**src/rtl/bcd2bin_pkg.sv**
```systemverilog
// Shared definitions for the sequential BCD-to-binary converter:
// FSM encoding, nibble correction constants and sizing helpers.
package bcd2bin_pkg;

    typedef enum logic [1:0] {
        IDLE  = 2'd0,
        SHIFT = 2'd1,
        DONE  = 2'd2
    } state_t;

    localparam int BCD_NIBBLE_W = 4;
    localparam int ADJ_THRESH   = 8;
    localparam int ADJ_OFFSET   = 3;

    function automatic int cnt_width(input int bin_w);
        return $clog2(bin_w + 1);
    endfunction

    function automatic longint unsigned pow10(input int n);
        longint unsigned p;
        p = 1;
        for (int i = 0; i < n; i++) begin
            p = p * 10;
        end
        return p;
    endfunction

endpackage

```
**src/rtl/bcd_digit_adjust.sv**
```systemverilog
// Per-digit correction for reverse double-dabble:
// a nibble of 8 or more has 3 subtracted.
module bcd_digit_adjust
    import bcd2bin_pkg::*;
(
    input  logic [BCD_NIBBLE_W-1:0] nibble,
    output logic [BCD_NIBBLE_W-1:0] adjusted
);

    always_comb begin
        adjusted = nibble;
        if (nibble >= BCD_NIBBLE_W'(ADJ_THRESH)) begin
            adjusted = nibble - BCD_NIBBLE_W'(ADJ_OFFSET);
        end
    end

endmodule

```
**src/rtl/bcd2bin_seq_converter.sv**
```systemverilog
// Sequential BCD-to-binary converter, one reverse double-dabble
// shift per clock, with start/busy/done handshake.
module bcd2bin_seq_converter
    import bcd2bin_pkg::*;
#(
    parameter int DIGITS = 4,
    parameter int BIN_W  = 14
) (
    input  logic                           clk,
    input  logic                           rst,
    input  logic                           start,
    input  logic [BCD_NIBBLE_W*DIGITS-1:0] bcd_in,
    output logic [BIN_W-1:0]               bin_out,
    output logic                           busy,
    output logic                           done,
    output logic                           err
);

    localparam int BCD_W = BCD_NIBBLE_W * DIGITS;
    localparam int CNT_W = cnt_width(BIN_W);

    if (pow10(DIGITS) > (64'd1 << BIN_W)) begin : g_width_check
        $error("BIN_W too narrow for DIGITS");
    end

    state_t             state;
    state_t             next_state;
    logic [BCD_W-1:0]   bcd_reg;
    logic [BIN_W-1:0]   bin_reg;
    logic [CNT_W-1:0]   cnt;
    logic               bad_flag;
    logic               invalid;
    logic [BCD_W+BIN_W-1:0] shifted;
    logic [BCD_W-1:0]   bcd_adj;

    always_comb begin
        invalid = 1'b0;
        for (int i = 0; i < DIGITS; i++) begin
            if (bcd_in[i*BCD_NIBBLE_W +: BCD_NIBBLE_W] > 4'd9) begin
                invalid = 1'b1;
            end
        end
    end

    assign shifted = {bcd_reg, bin_reg} >> 1;

    for (genvar g = 0; g < DIGITS; g++) begin : g_adj
        bcd_digit_adjust u_adj (
            .nibble  (shifted[BIN_W+g*BCD_NIBBLE_W +: BCD_NIBBLE_W]),
            .adjusted(bcd_adj[g*BCD_NIBBLE_W +: BCD_NIBBLE_W])
        );
    end

    always_comb begin
        next_state = state;
        unique case (state)
            IDLE: begin
                if (start) begin
                    next_state = invalid ? DONE : SHIFT;
                end
            end
            SHIFT: begin
                if (cnt == CNT_W'(BIN_W - 1)) begin
                    next_state = DONE;
                end
            end
            DONE:    next_state = IDLE;
            default: next_state = IDLE;
        endcase
    end

    always_ff @(posedge clk) begin
        if (rst) begin
            state    <= IDLE;
            bcd_reg  <= '0;
            bin_reg  <= '0;
            cnt      <= '0;
            bad_flag <= 1'b0;
            bin_out  <= '0;
            done     <= 1'b0;
            err      <= 1'b0;
        end else begin
            state <= next_state;
            done  <= 1'b0;
            unique case (state)
                IDLE: begin
                    if (start) begin
                        err      <= 1'b0;
                        bad_flag <= invalid;
                        bcd_reg  <= invalid ? '0 : bcd_in;
                        bin_reg  <= '0;
                        cnt      <= '0;
                    end
                end
                SHIFT: begin
                    bcd_reg <= bcd_adj;
                    bin_reg <= shifted[BIN_W-1:0];
                    cnt     <= cnt + 1'b1;
                end
                DONE: begin
                    done    <= 1'b1;
                    err     <= bad_flag;
                    bin_out <= bad_flag ? '0 : bin_reg;
                end
                default: ;
            endcase
        end
    end

    // Every BCD bit must have been shifted out by the time DONE is reached.
    always_ff @(posedge clk) begin
        if (!rst && state == DONE && !bad_flag) begin
            assert (bcd_reg == '0)
            else $error("bcd_reg not empty after final shift");
        end
    end

    assign busy = (state != IDLE);

endmodule

```
**config.mk**
```make
export PLATFORM = sky130hd
export DESIGN_NAME = bcd2bin_seq_converter
export DESIGN_NICKNAME = d
export VERILOG_FILES = /design/src/rtl/bcd2bin_pkg.sv /design/src/rtl/bcd_digit_adjust.sv /design/src/rtl/bcd2bin_seq_converter.sv
export SDC_FILE = /design/constraint.sdc
export NUM_CORES = 1
export LEC_CHECK = 0
export BUFFER_PORTS_ARGS = -buffer_cell sky130_fd_sc_hd__buf_2
export CAP_MARGIN = 25
export CELL_PAD_IN_SITES_DETAIL_PLACEMENT = 1
export CELL_PAD_IN_SITES_GLOBAL_PLACEMENT = 1
export CORE_ASPECT_RATIO = 1.1
export CORE_UTILIZATION = 40
export DETAILED_ROUTE_END_ITERATION = 7
export PLACE_DENSITY = 0.77
export SLEW_MARGIN = 20
export SYNTH_ARGS = -nofsm -noshare
export SYNTH_HDL_FRONTEND = slang
export SYNTH_HIERARCHICAL = 1
export SYNTH_SLANG_ARGS = --single-unit
```
**constraint.sdc**
```tcl
create_clock -name clk -period 2.4 [get_ports clk]
set_input_delay 0.24 -clock clk [delete_from_list [all_inputs] [get_ports clk]]
set_output_delay 0.24 -clock clk [all_outputs]
set_load 0.03 [all_outputs]
```
; Yosys cells after proc, flatten, opt, wreduce, memory -nomap -nowiden
; Cells that the tools add are included.
[totals]
ram_bits = 0
latch_bits = 0
ff_bits = 53
word_cells = 57
input_bits = 19
romBits = 0
mem_count = 0
[op_classes]
n_eq_ne = 5
add_sub_neg = 5
div = 0
n_bitwise = 0
muxes = 23
n_mul = 0
n_lt_le_gt_ge = 8
reduce_logical = 8
shift = 0
[op_table]
columns = cell, n
row1 = $mux W16, 2
row2 = $pmux W16 S2, 1
row3 = $mux W14, 2
row4 = $pmux W14 S2, 1
row5 = $mux W4, 5
row6 = $gt A4 B4 Y1 const B, 4
row7 = $ge A4 B4 Y1 const B, 3
row8 = $sub A4 B2 Y4 const B, 3
row9 = $pmux W4 S2, 1
row10 = $reduce_and A2 Y1, 4
row11 = $mux W1, 6
row12 = $mux W2, 3
row13 = $reduce_bool A2 Y1, 3
row14 = $add A4 B1 Y4 const B, 1
row15 = $eq A4 B4 Y1 const B, 1
row16 = $ge A3 B4 Y1 const B, 1
row17 = $ne A2 B2 Y1 const B, 2
row18 = $pmux W2 S2, 1
row19 = $sub A3 B2 Y4 const B, 1
row20 = $eq A2 B1 Y1 const B, 1
row21 = $eq A2 B2 Y1 const B, 1
row22 = $logic_not A2 Y1, 1
row23 = $pmux W1 S2, 1

; Longest topological paths before layout
[depth]
depth_word = 8
ltp_mapped = 6
ltp_nobuf = 6

; By module
; Netlist, hierarchy kept.
[modules_own_cells]
columns = module, seq_area_each_um2, n_inst, cells_each, area_each_um2
row1 = bcd2bin_seq_converter, 1061.0, 1, 229, 2423.6
row2 = bcd_digit_adjust, 0.0, 4, 11, 76.3

; Least setup slack after synthesis
; OpenSTA, ideal clock, no wires.
[synth_path]
kind = flip-flop to flip-flop
start = register bcd_reg[9]
end = register bcd_reg[9]
synth_period_minus_slack_ns = 1.244
t_required_ns = 2.271
setup_ns = 0.129
arrival_ns = 1.115
path_slack_ns = 1.156
n_path_buf = 0
path_stages_with_launch = 7
path_cell_list = dfxtp_1 > inv_1 > ha_1 > nand2_1 > o21ai_0 > a22oi_1 > o32ai_2
[synth_between]
elab_chain_len = 3
elab_cells_between_ends = 4
classes_between = add/sub: 1 / order compare: 1 / mux: 2
[synth_rtl]
columns = item, line
row1 = start: declaration, bcd2bin_seq_converter.sv:28  ; logic [BCD_W-1:0] bcd_reg;
row2 = start signal: assignment, bcd2bin_seq_converter.sv:90  ; bcd_reg <= invalid ? '0 : bcd_in;
row3 = start signal: assignment, bcd2bin_seq_converter.sv:96  ; bcd_reg <= bcd_adj;
row4 = $sub A4 B2 Y4 / $ge A4 B4 Y1 (equally long branches), "bcd_digit_adjust.sv:13, bcd_digit_adjust.sv:12"
row5 = $mux W4 *, bcd_digit_adjust.sv:12  ; if (nibble >= BCD_NIBBLE_W'(ADJ_THRESH)) begin
row6 = named net bcd_adj[9], bcd2bin_seq_converter.sv:34  ; logic [BCD_W-1:0] bcd_adj;
row7 = $pmux W16 S2 *, bcd2bin_seq_converter.sv:85  ; unique case (state)
; Mark *: on every way through the listed nets, which the timed path passes. The rest lies on a longest branch.
; A chain may end at the register's enable or synchronous reset.

; Worst setup path after layout
[layout_path]
start = register state[0]
end = register bcd_reg[4]
[layout_between]
elab_chain_len = 3
elab_cells_between_ends = 6
classes_between = eq/ne: 2 / mux: 1 / reduce/logical: 3
[layout_rtl]
columns = item, line
row1 = start: declaration, bcd2bin_seq_converter.sv:26  ; state_t state;
row2 = start signal: assignment, bcd2bin_seq_converter.sv:83  ; state <= next_state;
row3 = $eq A2 B1 Y1 / $logic_not A2 Y1 (equally long branches), bcd2bin_seq_converter.sv:85
row4 = $reduce_bool A2 Y1 (no source line) / $ne A2 B2 Y1 (equally long branches), --
row5 = $reduce_and A2 Y1 (no source line), --
; Several ways; a longest one is shown, not always the timed one.

==> impl_metrics.xml <==
<?xml version="1.0" encoding="UTF-8"?>
<metrics>
  <group name="critical_path">
    <metric name="end_of_the_worst_register_to_register_path" unit="">bcd_reg[4]</metric>
    <metric name="regToRegSetupSlack" unit="ps">680</metric>
    <metric name="cp_num_buf_inv" unit="">1</metric>
    <metric name="worstPathMaxFanout" unit="">11</metric>
    <metric name="cp_slowest_cell" unit="">sky130_fd_sc_hd__dfxtp_1</metric>
    <metric name="crit_family" unit="">compound AO/OA/AOI/OAI gates</metric>
    <metric name="rr_worst_depth" unit="">4</metric>
    <metric name="timing.critical_path.to_type" unit="">flop</metric>
    <metric name="crit_path_cell_trace" unit="">o21ba_1 &gt; buf_4 &gt; nor2_1 &gt; o32ai_1</metric>
    <metric name="worstReg2RegStart" unit="">state[0]</metric>
    <metric name="critPathArrivalTime" unit="ps">1940</metric>
    <metric name="startpoint" unit="">state[0]</metric>
    <metric name="crit_type" unit="">flop to flop</metric>
    <metric name="startpoint_type" unit="">flop</metric>
    <metric name="crit_required" unit="ps">2610</metric>
    <metric name="timing.critical_path.slowest_cell_delay" unit="ps">630</metric>
  </group>
  <group name="timing">
    <metric name="maxSlewViolCount" unit="">0</metric>
    <metric name="remaining_max_slew_budget_at_the_tightest_pin" unit="">0.6064</metric>
    <metric name="min_period_over_period" unit="">0.7173</metric>
    <metric name="finalSetupViolations" unit="">0</metric>
    <metric name="setup_repair_after_global_routing_missed_its_margin" unit="">false</metric>
    <metric name="worst_pin_slew" unit="ps">589.8</metric>
    <metric name="finalClockSkew" unit="ps">3.022</metric>
    <metric name="totalNegativeSetupSlack" unit="ps">0</metric>
    <metric name="postLayoutSetupSlackWorst" unit="ps">678.5</metric>
    <metric name="timing.final.crit_period" unit="ps">1721</metric>
    <metric name="finalHoldViolations" unit="">0</metric>
    <metric name="max_freq" unit="MHz">580.9</metric>
  </group>
  <group name="synth">
    <metric name="post_synthesis_cell_type_count" unit="">42</metric>
    <metric name="post_synth.cell_area_avg" unit="um^2">9.996</metric>
    <metric name="syn_area" unit="mm^2">0.002729</metric>
    <metric name="syn-instance-count" unit="">273</metric>
    <metric name="synth_edf_count" unit="">0</metric>
    <metric name="postSynth.asyncResetShare" unit="">0</metric>
    <metric name="dominantRegCellSynth" unit="">sky130_fd_sc_hd__dfxtp_1</metric>
    <metric name="synth-seq-area-share" unit="">0.3888</metric>
    <metric name="synth.ff_latch_count" unit="">53</metric>
    <metric name="synth-warning-count" unit="">6</metric>
  </group>
  <group name="route">
    <metric name="dr.first_iter.drc_count" unit="">72</metric>
    <metric name="routed-via-count" unit="">2094</metric>
    <metric name="drtAntennaViolNets" unit="">0</metric>
    <metric name="detailedRoute.firstPassIterationCount" unit="">4</metric>
    <metric name="drt-wirelength-per-cell" unit="um">15.01</metric>
    <metric name="drc" unit="">0</metric>
    <metric name="drt_wl_total" unit="um">5794</metric>
    <metric name="route.detailed.vias_per_inst" unit="">5.425</metric>
  </group>
  <group name="placed_design">
    <metric name="numPortBuffers" unit="">35</metric>
    <metric name="finalWeightedCongestion" unit="">0.7418</metric>
    <metric name="detailed_placement_hpwl" unit="um">4105</metric>
    <metric name="place_ws" unit="ps">683.8</metric>
  </group>
  <group name="global_route">
    <metric name="antenna_found_initial" unit="">0</metric>
    <metric name="grt_pass1_wl" unit="um">9977</metric>
    <metric name="grt_start_max_net_pins" unit="">36</metric>
    <metric name="grt_pass1_vias" unit="">2037</metric>
    <metric name="globalRouteOverflowTotal" unit="">0</metric>
    <metric name="grt_usage" unit="">0.1774</metric>
  </group>
  <group name="clocking">
    <metric name="insertion_delay" unit="ps">300</metric>
    <metric name="htree_levels" unit="">2</metric>
    <metric name="cts-root-to-sink-buffers" unit="">2</metric>
    <metric name="postCtsHoldBufs" unit="">0</metric>
    <metric name="clock-root-buffer" unit="">sky130_fd_sc_hd__clkbuf_8</metric>
    <metric name="cts.repair_timing.setup_buffer_count" unit="">0</metric>
    <metric name="tritoncts" unit="">built</metric>
    <metric name="numClockSinks" unit="">53</metric>
    <metric name="postCtsResizedCells" unit="">0</metric>
    <metric name="tritoncts.num_buffers" unit="">5</metric>
    <metric name="clkSlewWorstSetupHoldPaths" unit="ps">90</metric>
  </group>
  <group name="min_path">
    <metric name="hold_path_depth" unit="">3</metric>
    <metric name="timing.hold.worst.class" unit="">primary input to flop</metric>
    <metric name="hold_start" unit="">bcd_in[4]</metric>
    <metric name="holdPathEnd" unit="">bcd_reg[4]</metric>
  </group>
  <group name="power_and_ir_drop">
    <metric name="power_density" unit="mW/mm^2">582.2</metric>
    <metric name="totalPowerFinal" unit="W">0.001737</metric>
    <metric name="power.ir.vdd_worst" unit="V">0.0002869</metric>
    <metric name="static-leakage-power" unit="nW">1.140</metric>
  </group>
  <group name="layout">
    <metric name="area_growth" unit="%">9.353</metric>
    <metric name="final_cell_mix" unit="">sky130_fd_sc_hd__dfxtp_1, sky130_fd_sc_hd__nor2_1, sky130_fd_sc_hd__buf_2</metric>
    <metric name="largest_register_ffs" unit="">16</metric>
    <metric name="final_layout_size_suffix_gt1_frac" unit="">0.2336</metric>
    <metric name="diodes" unit="">0</metric>
    <metric name="mostFrequentLayoutCell" unit="">sky130_fd_sc_hd__dfxtp_1</metric>
    <metric name="fin_util" unit="">0.4526</metric>
    <metric name="fillerInstances" unit="">784</metric>
    <metric name="design.final.nets" unit="">332</metric>
  </group>
  <group name="floorplan">
    <metric name="fp.dieW" unit="um">80.75</metric>
    <metric name="boundaryPins" unit="">36</metric>
    <metric name="die_area" unit="mm^2">0.007156</metric>
    <metric name="chipHeight" unit="um">88.63</metric>
    <metric name="initial_core_util" unit="">0.4139</metric>
    <metric name="floorplan.rows" unit="">31</metric>
    <metric name="design.core.area" unit="mm^2">0.006594</metric>
  </group>
  <group name="run">
    <metric name="max_cap_violations" unit="">0</metric>
  </group>
  <group name="run_status">
    <metric name="outcome" unit="">completed</metric>
  </group>
</metrics>
## Yosys cell counts (6+ instances only)
cell type | number | area share
sky130_fd_sc_hd__a21oi_1 | 6 | 0.011
sky130_fd_sc_hd__nand2b_1 | 6 | 0.014
sky130_fd_sc_hd__nor2_1 | 38 | 0.052
sky130_fd_sc_hd__ha_1 | 10 | 0.046
sky130_fd_sc_hd__dfxtp_1 | 53 | 0.39
sky130_fd_sc_hd__a22o_1 | 14 | 0.045
sky130_fd_sc_hd__nand2_1 | 6 | 0.0083
sky130_fd_sc_hd__o32ai_2 | 9 | 0.054
sky130_fd_sc_hd__a22oi_1 | 29 | 0.080
sky130_fd_sc_hd__o32ai_1 | 7 | 0.022
sky130_fd_sc_hd__buf_6 | 11 | 0.045
sky130_fd_sc_hd__inv_1 | 10 | 0.014
sky130_fd_sc_hd__nand3b_1 | 18 | 0.050
## report_power, final
| part | total, W | internal, W | switching, W | leakage (nW) |
|---|---|---|---|---|
| clock network | 0.000605 | 0.000313 | 0.000291 | 0.0554 |
| logic | 0.000216 | 0.0000803 | 0.000136 | 0.657 |
| registers | 0.000916 | 0.000892 | 0.0000240 | 0.428 |
| total | 0.00174 | 0.00129 | 0.000451 | 1.14 |
## tightest hold or removal path: stages
cell	delay, ps
sky130_fd_sc_hd__buf_2	100
sky130_fd_sc_hd__nand3b_1	70
sky130_fd_sc_hd__o32ai_1	70
## cell type report
type                       instances  area (um^2)  share of cell area
timing repair buffer              41        220.2             0.07379
clock buffer                       6        72.57             0.02432
clock inverter                     2        38.79             0.01300
sequential                        53         1061              0.3556
tap                               82        102.6             0.03438
inverter                          10        37.54             0.01258
multi-input combinational        192         1451              0.4864
## routing by layer
layer  up-vias  global-route usage  share of wire
met5         -                   0              0
met4         0             0.04545          0.011
met2        42              0.3043           0.47
li1       1040                   -              -
met3         8             0.03196          0.036
met1      1004              0.2294           0.49
## worst max path at each step
stage	depth (start not counted)	endpoint	slack (ps)
4_1_cts	4	bcd_reg[4]	660
6_report	4	bcd_reg[4]	680
3_5_place_dp	4	bcd_reg[4]	680
5_1_grt	4	bcd_reg[0]	520
2_1_floorplan	6	bcd_reg[9]	1160
3_3_place_gp	4	bcd_reg[1]	780
## kinds of logic after synthesis
logic type	after synthesis	synth area share
multiplexers	2	0.007336
adder cells (fa/ha/maj)	10	0.04585
buffers and inverters	32	0.08482
AO/OA/AOI/OAI	83	0.2646
XOR/XNOR	8	0.02567
other	1	0.001374
AND/OR/NAND/NOR	84	0.1816
flip-flops	53	0.3888
## per-stage QoR
stage / instances / cell area [um^2] / hold WS [ps]
2_1_floorplan: 277 / 2744 / 416.1
3_3_place_gp: 378 / 2873 / 457.2
3_5_place_dp: 378 / 2873 / 465.0
4_1_cts: 386 / 2984 / 223.6
5_1_grt: 386 / 2984 / 223.7
6_report: 386 / 2984 / 221.2
Power figures use the tool's default switching activity.
